$ cat src/rtl/intersection_phase_scheduler_if.sv
// Request/timing inputs and signal-head outputs of the phase scheduler.
interface intersection_phase_scheduler_if;
   logic       tick_en;
   logic       ns_req;
   logic       ew_req;
   logic       ped_req;
   logic       ns_red;
   logic       ns_yellow;
   logic       ns_green;
   logic       ew_red;
   logic       ew_yellow;
   logic       ew_green;
   logic       walk;
   logic [2:0] phase;
   logic       ped_pending;

   modport master (
      output tick_en, ns_req, ew_req, ped_req,
      input  ns_red, ns_yellow, ns_green,
      input  ew_red, ew_yellow, ew_green,
      input  walk, phase, ped_pending
   );

   modport slave (
      input  tick_en, ns_req, ew_req, ped_req,
      output ns_red, ns_yellow, ns_green,
      output ew_red, ew_yellow, ew_green,
      output walk, phase, ped_pending
   );
endinterface

$ cat src/rtl/intersection_phase_scheduler.sv
// Two-head intersection sequencer with all-red clearance and a latched
// pedestrian walk phase; all outputs are registered decodes of the state.
module intersection_phase_scheduler #(
   parameter int GREEN_TICKS  = 8,
   parameter int YELLOW_TICKS = 3,
   parameter int ALLRED_TICKS = 2,
   parameter int WALK_TICKS   = 6,
   parameter int CNT_W        = 8
) (
   input logic                          clk,
   input logic                          rst_n,
   intersection_phase_scheduler_if.slave bus
);

   typedef enum logic [2:0] {
      ALLRED    = 3'd0,
      NS_GREEN  = 3'd1,
      NS_YELLOW = 3'd2,
      EW_GREEN  = 3'd3,
      EW_YELLOW = 3'd4,
      PED_WALK  = 3'd5
   } state_e;

   localparam logic [CNT_W-1:0] G_LD = CNT_W'(GREEN_TICKS - 1);
   localparam logic [CNT_W-1:0] Y_LD = CNT_W'(YELLOW_TICKS - 1);
   localparam logic [CNT_W-1:0] A_LD = CNT_W'(ALLRED_TICKS - 1);
   localparam logic [CNT_W-1:0] W_LD = CNT_W'(WALK_TICKS - 1);

   // lamp vector: {ns_r, ns_y, ns_g, ew_r, ew_y, ew_g, walk}
   localparam logic [6:0] LAMP_RST = 7'b1001000;

   state_e           state_q, state_d;
   logic [CNT_W-1:0] timer_q, timer_d;
   logic             dir_q, dir_d;
   logic             ped_q, ped_d;
   logic [6:0]       lamp_q;
   logic             expire;

   function automatic logic [CNT_W-1:0] load(state_e s);
      case (s)
         NS_GREEN, EW_GREEN:   return G_LD;
         NS_YELLOW, EW_YELLOW: return Y_LD;
         PED_WALK:             return W_LD;
         default:              return A_LD;
      endcase
   endfunction

   function automatic logic [6:0] lamps(state_e s);
      case (s)
         NS_GREEN:  return 7'b0011000;
         NS_YELLOW: return 7'b0101000;
         EW_GREEN:  return 7'b1000010;
         EW_YELLOW: return 7'b1000100;
         PED_WALK:  return 7'b1001001;
         default:   return LAMP_RST;
      endcase
   endfunction

   assign expire = bus.tick_en && (timer_q == '0);

   always_comb begin
      state_d = state_q;
      dir_d   = dir_q;
      ped_d   = ped_q;
      timer_d = timer_q;
      case (state_q)
         ALLRED: begin
            if (expire) begin
               if (ped_q)      state_d = PED_WALK;
               else if (dir_q) state_d = EW_GREEN;
               else            state_d = NS_GREEN;
            end
         end
         NS_GREEN: begin
            if (expire && (bus.ew_req || ped_q))
               state_d = NS_YELLOW;
         end
         NS_YELLOW: begin
            if (expire) begin
               state_d = ALLRED;
               dir_d   = 1'b1;
            end
         end
         EW_GREEN: begin
            if (expire && (bus.ns_req || ped_q))
               state_d = EW_YELLOW;
         end
         EW_YELLOW: begin
            if (expire) begin
               state_d = ALLRED;
               dir_d   = 1'b0;
            end
         end
         PED_WALK: begin
            if (expire) state_d = ALLRED;
         end
         default: state_d = ALLRED;
      endcase

      // entering the walk phase consumes the request, even one arriving now
      if (state_d == PED_WALK && state_q != PED_WALK)
         ped_d = 1'b0;
      else if (state_q != PED_WALK && bus.ped_req)
         ped_d = 1'b1;

      if (state_d != state_q)
         timer_d = load(state_d);
      else if (bus.tick_en && timer_q != '0)
         timer_d = timer_q - 1'b1;
   end

   always_ff @(posedge clk or negedge rst_n) begin
      if (!rst_n) begin
         state_q <= ALLRED;
         timer_q <= A_LD;
         dir_q   <= 1'b0;
         ped_q   <= 1'b0;
         lamp_q  <= LAMP_RST;
      end else begin
         state_q <= state_d;
         timer_q <= timer_d;
         dir_q   <= dir_d;
         ped_q   <= ped_d;
         lamp_q  <= lamps(state_d);
      end
   end

   assign bus.ns_red      = lamp_q[6];
   assign bus.ns_yellow   = lamp_q[5];
   assign bus.ns_green    = lamp_q[4];
   assign bus.ew_red      = lamp_q[3];
   assign bus.ew_yellow   = lamp_q[2];
   assign bus.ew_green    = lamp_q[1];
   assign bus.walk        = lamp_q[0];
   assign bus.phase       = state_q;
   assign bus.ped_pending = ped_q;

endmodule
$ cat src/flat_wrapper.sv
// flat-port wrapper written by rule: the top's interface ports become plain ports
module intersection_phase_scheduler_flat 
#(
   parameter int GREEN_TICKS  = 8,
   parameter int YELLOW_TICKS = 3,
   parameter int ALLRED_TICKS = 2,
   parameter int WALK_TICKS   = 6,
   parameter int CNT_W        = 8
)
  (clk, rst_n, bus_tick_en, bus_ns_req, bus_ew_req, bus_ped_req, bus_ns_red, bus_ns_yellow, bus_ns_green, bus_ew_red, bus_ew_yellow, bus_ew_green, bus_walk, bus_phase, bus_ped_pending);
  intersection_phase_scheduler_if bus_i ();
  input logic clk;
  input logic rst_n;
  input wire logic [$bits(bus_i.tick_en)-1:0] bus_tick_en;
  input wire logic [$bits(bus_i.ns_req)-1:0] bus_ns_req;
  input wire logic [$bits(bus_i.ew_req)-1:0] bus_ew_req;
  input wire logic [$bits(bus_i.ped_req)-1:0] bus_ped_req;
  output wire logic [$bits(bus_i.ns_red)-1:0] bus_ns_red;
  output wire logic [$bits(bus_i.ns_yellow)-1:0] bus_ns_yellow;
  output wire logic [$bits(bus_i.ns_green)-1:0] bus_ns_green;
  output wire logic [$bits(bus_i.ew_red)-1:0] bus_ew_red;
  output wire logic [$bits(bus_i.ew_yellow)-1:0] bus_ew_yellow;
  output wire logic [$bits(bus_i.ew_green)-1:0] bus_ew_green;
  output wire logic [$bits(bus_i.walk)-1:0] bus_walk;
  output wire logic [$bits(bus_i.phase)-1:0] bus_phase;
  output wire logic [$bits(bus_i.ped_pending)-1:0] bus_ped_pending;
  assign bus_i.tick_en = bus_tick_en;
  assign bus_i.ns_req = bus_ns_req;
  assign bus_i.ew_req = bus_ew_req;
  assign bus_i.ped_req = bus_ped_req;
  assign bus_ns_red = bus_i.ns_red;
  assign bus_ns_yellow = bus_i.ns_yellow;
  assign bus_ns_green = bus_i.ns_green;
  assign bus_ew_red = bus_i.ew_red;
  assign bus_ew_yellow = bus_i.ew_yellow;
  assign bus_ew_green = bus_i.ew_green;
  assign bus_walk = bus_i.walk;
  assign bus_phase = bus_i.phase;
  assign bus_ped_pending = bus_i.ped_pending;
  intersection_phase_scheduler #(.GREEN_TICKS(GREEN_TICKS), .YELLOW_TICKS(YELLOW_TICKS), .ALLRED_TICKS(ALLRED_TICKS), .WALK_TICKS(WALK_TICKS), .CNT_W(CNT_W)) u_core (.clk(clk), .rst_n(rst_n), .bus(bus_i));
endmodule
$ cat config.mk
export PLATFORM = sky130hd
export DESIGN_NAME = intersection_phase_scheduler_flat
export DESIGN_NICKNAME = d
export VERILOG_FILES = /design/src/rtl/intersection_phase_scheduler_if.sv /design/src/rtl/intersection_phase_scheduler.sv /design/src/flat_wrapper.sv
export SDC_FILE = /design/constraint.sdc
export NUM_CORES = 1
export LEC_CHECK = 0
export ABC_CLOCK_PERIOD_IN_PS = 4400
export BUFFER_PORTS_ARGS = -buffer_cell sky130_fd_sc_hd__buf_2
export CAP_MARGIN = 20
export CORE_UTILIZATION = 55
export CTS_CLUSTER_DIAMETER = 30
export CTS_CLUSTER_SIZE = 40
export DETAILED_ROUTE_END_ITERATION = 12
export HOLD_SLACK_MARGIN = 0.06
export PLACE_DENSITY_LB_ADDON = 0.3
export SLEW_MARGIN = 10
export SYNTH_ARGS = -nofsm -noshare
export SYNTH_HDL_FRONTEND = slang
export SYNTH_SLANG_ARGS = --single-unit
export TNS_END_PERCENT = 1
$ cat constraint.sdc
create_clock -name clk -period 4.4 [get_ports clk]
set_input_delay 0.22 -clock clk [delete_from_list [all_inputs] [get_ports clk]]
set_output_delay 0.22 -clock clk [all_outputs]
set_load 0.01 [all_outputs]
==> results of run 1 <==
power by group:
group / switching, W / internal (W) / total (W)
clock: 0.0000581 / 0.0000920 / 0.000150
combinational: 0.000260 / 0.000176 / 0.000436
sequential: 0.0000930 / 0.000267 / 0.000360
total: 0.000411 / 0.000535 / 0.000946
timing repair:
action                                 CTS  global route
hold buffers                             1             0
gates resized for setup                  0             0
endpoints found under the hold margin   17             0
synthesized netlist by cell type, types with 3 or more instances:
library cell,n,share of area [%]
o211ai_1,5,3.3
dfstp_2,3,6.9
a211oi_1,3,2.0
o21ai_0,6,2.6
a21oi_1,6,2.6
inv_1,5,1.7
clkbuf_1,6,2.0
nor3b_1,4,2.6
xor2_1,3,2.3
dfrtp_1,17,37
nor3_1,4,1.8
nor2_1,13,4.3
nand2_1,11,3.6
critical path, cell delays in order (launching register included):
cell and delay [ns]:
dfrtp_1 0.44, or4_1 0.73, or2_1 0.38, or4_4 0.52, a21oi_4 0.20, or2_2 0.15, nor2_1 0.04
metal layers:
layer	global-route usage [%]	vias to the layer above	routed length (um)
met3	3.40	5	79
li1	-	466	-
met1	35.2	463	1120
met5	0	-	0
met2	38.9	28	1150
met4	6.86	0	36
state kept, by name (all words and copies together) (netlist names):
register and cells:
u_core.timer_q 8, u_core.lamp_q 7, u_core.bus.phase 3, u_core.bus.ped_pending 1, u_core.dir_q 1
metrics by stage:
stage	hold slack (ns)	area, um2	instances
floorplan	-0.0756	1130	123
global placement	0.177	1220	159
detailed placement	0.188	1220	159
CTS	0.138	1280	164
global route	0.141	1280	164
finish	0.135	1280	164
path summary, 6_finish.rpt:
kind / to / start / cells past startpoint / slack [ns]
worst max register to register: u_core.lamp_q[4]$_DFF_PN0_ / u_core.timer_q[3]$_DFFE_PN0P_ / 6 / 1.85
min in group asynchronous: u_core.timer_q[3]$_DFFE_PN0P_ / rst_n / 2 / 0.37
max in group asynchronous: u_core.lamp_q[6]$_DFF_PN1_ / rst_n / 2 / 3.69
worst min register to register: u_core.dir_q$_DFFE_PN0P_ / u_core.dir_q$_DFFE_PN0P_ / 2 / 0.51
worst max-delay path: u_core.lamp_q[4]$_DFF_PN0_ / u_core.timer_q[3]$_DFFE_PN0P_ / 6 / 1.85
worst min-delay path: u_core.bus.ped_pending$_DFFE_PN0P_ / bus_ped_req / 2 / 0.14
logic make-up after synthesis:
family,count (synthesis),synth area share [%]
buffers and inverters,13,4.41
flip-flops,20,44.4
AO/OA/AOI/OAI,31,20.2
adder cells (fa/ha/maj),2,2.20
XOR/XNOR,4,3.09
multiplexers,1,0.992
AND/OR/NAND/NOR,52,24.7
area by class of cell:
| cell class | instances | share of cell area, % |
|---|---|---|
| clock inverters | 1 | 2.34 |
| flip-flops and latches | 20 | 39.3 |
| multi-input cells | 90 | 45.2 |
| repair buffers | 17 | 7.02 |
| clock buffers | 3 | 1.75 |
| inverters | 6 | 1.75 |
| well taps | 27 | 2.63 |
==> flow_summary.ini, run 1 <==
[clock_network]
clock_latency_ns = 0.30
cts_setup_buffers = 0
clock-root-buffer = clkbuf_4
cts_tree = done
cts_num_sinks = 20
clkSlewWorstSetupHoldPaths_ns = 0.12
cts.htree.levels = 1
cts_made_buffers = 3
cts_buffer_depth = 2

[routing]
drc = 0
drt_iter0_drc = 37
viasPerCell = 5.87
dr_total_vias = 962
antenna_left = 0
drt-total-wl_um = 2390
wire_per_inst_um = 14.6
firstDrtPassIters = 4

[power_and_ir_drop]
peakVddDrop_mv = 0.390
finalPower_w = 0.000946
leakagePower_nw = 0.568
power_density_mw_per_mm2 = 737

[final_layout]
nFillCells = 168
fin_util_pct = 66.1
multi_input_area_um2 = 581
layout_commonest_cell = dfrtp_1
layout-drive-gt1-share_pct = 23.4
fin_nets = 146
diodes = 0
regArea_um2 = 504
area_delta_synth_final_pct = 13.1
layout_common_cells = dfrtp_1, buf_2, nor2_1, nand2_1

[setup_path]
cp.required_ns = 4.61
startpoint_type = register
arrival_ns = 2.76
cp-end-kind = register
path_class = reg2reg
crit_path_max_fanout = 11

[floorplan]
start_util_pct = 58.4
die_height_um = 47.4
die_area_mm2 = 0.00225
core_area_mm2 = 0.00194
die_w_um = 47.4
io_pins = 17
std_cell_rows = 16

[place]
gp_congestion = 0.850
portBuffers = 16
place_ws_ns = 1.87
dpl.hpwl_um = 1710

[timing]
worst_slew_pin_slew_ns = 0.479
finalCriticalPeriod_ns = 2.55
rsz0062_at_grt = false
relSlewSlack_pct = 67.7
worst_slack_ns = 1.85
hold_violations = 0
finalSetupTns_ns = 0
slew_violations = 0
clock_skew_ns = 0.00164
finalCritPeriodShare_pct = 57.9
setup_violations = 0
max_freq_ghz = 0.392

[synthesis]
synth_warnings = 0
ys_ff_latch = 20
synth_async_sr_flop_share_pct = 100
synth-main-ff-cell = dfrtp_1
ys_types = 43
synth-edff-count = 0
syn-num-nets = 131
syn_area_mm2 = 0.00113
avgSynthCellArea_um2 = 9.23
yosysSeqAreaShare_pct = 44.4
syn_inst = 123

[worst_hold_path]
hp-class = in2reg

[grt]
grt_pass1_vias = 831
track_usage_pct = 24.6
antenna_found_initial = 0
overflow = 0
grt_pass1_wl_um = 3840
grt_max_degree = 21

[flow_run]
maxCapViolCount = 0

[outcome]
status = complete, no violations
Note: power is estimated with default switching activity, not from simulation.
==> run 2: changes to the inputs <==
--- a/config.mk
+++ b/config.mk
@@ -5,10 +5,11 @@
 export SDC_FILE = /design/constraint.sdc
 export NUM_CORES = 1
 export LEC_CHECK = 0
-export ABC_CLOCK_PERIOD_IN_PS = 4400
+export ABC_AREA = 1
+export ABC_CLOCK_PERIOD_IN_PS = 2300
 export BUFFER_PORTS_ARGS = -buffer_cell sky130_fd_sc_hd__buf_2
 export CAP_MARGIN = 20
-export CORE_UTILIZATION = 55
+export CORE_UTILIZATION = 50
 export CTS_CLUSTER_DIAMETER = 30
 export CTS_CLUSTER_SIZE = 40
 export DETAILED_ROUTE_END_ITERATION = 12
==> constraint.sdc (replaced) <==
create_clock -name clk -period 2.3 [get_ports clk]
set_input_delay 0.115 -clock clk [delete_from_list [all_inputs] [get_ports clk]]
set_output_delay 0.115 -clock clk [all_outputs]
set_load 0.01 [all_outputs]
==> run 2 against run 1 <==
Clock skew increased by 0.0062 ns. Sequential power increased by 84%. Synthesized area increased by 5.3%. Combinational power increased to 2.9 times the previous value. Highest routed layer unchanged. Cell area increased by 4.9%. Largest power group unchanged. Wire length decreased by 9.7%. Register-to-register slack got worse by 1.6 ns. Worst setup slack got worse by 1.6 ns. Utilization decreased by 5.8 points.
==> flow_summary.ini, run 2 <==
[timing]
whs_ns = 0.0965
hold_violations = 0
rsz0062_at_grt = false
slew_violations = 0
worst_slack_ns = 0.226
clock_skew_ns = 0.00786
setup_violations = 0
finalCriticalPeriod_ns = 2.07
worst_slew_pin_slew_ns = 0.422
relSlewSlack_pct = 71.9
max_freq_ghz = 0.482
finalSetupTns_ns = 0
finalCritPeriodShare_pct = 90.2

[setup_path]
worst_path_largest_cell_delay_ns = 0.57
crit_path_max_fanout = 9
r2r_setup_slack_ns = 0.23
cp-end-kind = register
path_class = reg2reg
cpLargestDelayFamily = simple AND/OR/NAND/NOR gates
cp_common_cell = nand2_1
rr_endpoint = u_core.timer_q[1]$_DFFE_PN0P_
slowest_stage = dfstp_2
arrival_ns = 2.27
path_buf_inv = 3
startpoint_type = register
rr_worst_depth = 14
cp.required_ns = 2.49
r2r-start = u_core.timer_q[0]$_DFFE_PN1P_
crit_chain = inv_1 > ha_1 > nand2_4 > nor2_8 > nand2_2 > nand2_1 > nand2_1 > inv_2 > o21ai_1 > inv_1 > nor2_4 > nand2_4 > nand2_1 > nand3_1

[routing]
dr_total_vias = 927
viasPerCell = 4.98
antenna_left = 0
drt-total-wl_um = 2160
drc = 0
drt_iter0_drc = 13
firstDrtPassIters = 4
wire_per_inst_um = 11.6

[final_layout]
area_delta_synth_final_pct = 12.7
largest_register_ffs = 8
top_register = u_core.timer_q
diodes = 0
layout-drive-gt1-share_pct = 32.9
layout_common_cells = nand2_1, dfrtp_1, buf_2, inv_1, nor2_1
layout_commonest_cell = nand2_1
fin_util_pct = 60.3
fin_nets = 167

[synthesis]
synth-main-ff-cell = dfrtp_1
synth.area.top_cells = dfrtp_1, nand2_1, dfstp_2
synth_async_sr_flop_share_pct = 100
syn_area_mm2 = 0.00119
synthTopCellsByCount = nand2_1, dfrtp_1, inv_1
synth_warnings = 0
syn-num-nets = 147
syn_inst = 139
yosysMostFrequentCell = nand2_1
synth_area_leader_cell = dfrtp_1
yosysSeqAreaShare_pct = 42.2
ys_ff_latch = 20
avgSynthCellArea_um2 = 8.60
synth_top_area_share_pct = 35.6
synth-edff-count = 0
ys_types = 30

[grt]
antenna_found_initial = 0
grt_max_degree = 21
globalRouteMet1Util_pct = 26.9
busiest_layer = met2
track_usage_pct = 20.8
grt_pass1_wl_um = 4030
met3_usage_pct = 3.87
grt_pass1_vias = 957
gr-usage-met2_pct = 34.2
overflow = 0

[power_and_ir_drop]
power_density_mw_per_mm2 = 1580
p_comb_share_pct = 59.4
clkPwrFrac_pct = 9.5
peakVddDrop_mv = 0.950
power_frac_seq_pct = 31.1
finalPower_w = 0.00213
swShare_pct = 49.5
p_sw_w = 0.00105
internal-power_w = 0.00107
leakagePower_nw = 0.698

[place]
portBuffers = 16
gp_congestion = 0.843
dpl.hpwl_um = 1690
place_ws_ns = 0.241

[clock_network]
cts_num_sinks = 20
clkSlewWorstSetupHoldPaths_ns = 0.11
cts_buffer_depth = 2
cts.htree.levels = 1
clock-root-buffer = clkbuf_4
cts_tree = done
clock_latency_ns = 0.30
cts_made_buffers = 3

[flow_run]
maxCapViolCount = 0

[floorplan]
io_pins = 17
start_util_pct = 53.5
core_area_mm2 = 0.00223
die_height_um = 50.9
die_w_um = 50.9
std_cell_rows = 17
die_area_mm2 = 0.00259

[outcome]
status = complete, no violations

[worst_hold_path]
worstHoldPathCells = 5
hp-class = in2reg
min_to = u_core.bus.ped_pending$_DFFE_PN0P_
holdCritStartpoint = bus_ped_req
==> run 2: changes by cell type in the layout (fill, tap and decap cells not counted), moves of 5 or more <==
cell and delta:
a21oi_1 -5, inv_1 +10, nand2_1 +16, nand2_2 +6, nand3_1 +5, nand4_1 +6, o211ai_1 -5
==> run 2: per-stage QoR <==
| stage | instances | instance area [um2] |
|---|---|---|
| 5_1_grt | 186 | 1350 |
| 2_1_floorplan | 139 | 1190 |
| 4_1_cts | 186 | 1350 |
| 6_report | 186 | 1350 |
| 3_3_place_gp | 181 | 1300 |
| 3_5_place_dp | 181 | 1300 |
==> run 2: how the worst max path moves through the flow <==
stage,start,end,slack (ns),cells after the start
floorplan,u_core.timer_q[0]$_DFFE_PN1P_,u_core.timer_q[1]$_DFFE_PN0P_,0.42,14
global placement,u_core.timer_q[0]$_DFFE_PN1P_,u_core.timer_q[1]$_DFFE_PN0P_,0.27,14
detailed placement,u_core.timer_q[0]$_DFFE_PN1P_,u_core.timer_q[1]$_DFFE_PN0P_,0.24,14
CTS,u_core.timer_q[0]$_DFFE_PN1P_,u_core.timer_q[1]$_DFFE_PN0P_,0.22,14
global route,u_core.timer_q[0]$_DFFE_PN1P_,u_core.timer_q[0]$_DFFE_PN1P_,0.04,15
finish,u_core.timer_q[0]$_DFFE_PN1P_,u_core.timer_q[1]$_DFFE_PN0P_,0.23,14
==> run 2: what timing repair did <==
| item | CTS | global route |
|---|---|---|
| resized for setup | 0 | 0 |
| hold endpoints to repair | 17 | 0 |
| hold buffers | 1 | 0 |
| buffers inserted | 0 | 0 |
==> run 2: cells by family after synthesis <==
family	count (synthesis)	share of synthesized area (%)
AND/OR/NAND/NOR	85	41.9
adder cells (fa/ha/maj)	2	2.09
buffers and inverters	19	6.18
XOR/XNOR	5	3.67
AO/OA/AOI/OAI	8	3.98
flip-flops	20	42.2
==> run 2: power groups by stage <==
stage	logic, W	clock network (W)	registers (W)
2_1_floorplan	0.00100	0	0.000668
4_1_cts	0.00127	0.000204	0.000663
6_report	0.00126	0.000202	0.000662
3_3_place_gp	0.00124	0	0.000661
3_5_place_dp	0.00127	0	0.000669
5_1_grt	0.00142	0.000225	0.000683
==> run 2: final cells by class <==
type                       instances  area, um2
fill                             197        887
multi-input combinational        100        617
sequential                        20        504
timing repair buffer              17       90.1
inverter                          17       63.8
clock buffer                       4       36.3
tap                               28       35.0
==> run 2: per-layer routing <==
layer / part of all wire, % / wire length, um / vias to the layer above
li1: - / - / 484
met1: 49 / 1070 / 418
met2: 46 / 995 / 21
met3: 3.1 / 68 / 4
met4: 1.5 / 32 / 0
met5: 0 / 0 / -
==> run 2: worst reg2reg max path: cells and delay by family (launching register included) <==
family | cells | cell delay (ns)
AOI/OAI and AO/OA | 1 | 0.11
and+or+nand+nor | 9 | 0.88
DFF | 1 | 0.57
adders and majority gates | 1 | 0.23
buffers and inverters | 3 | 0.19
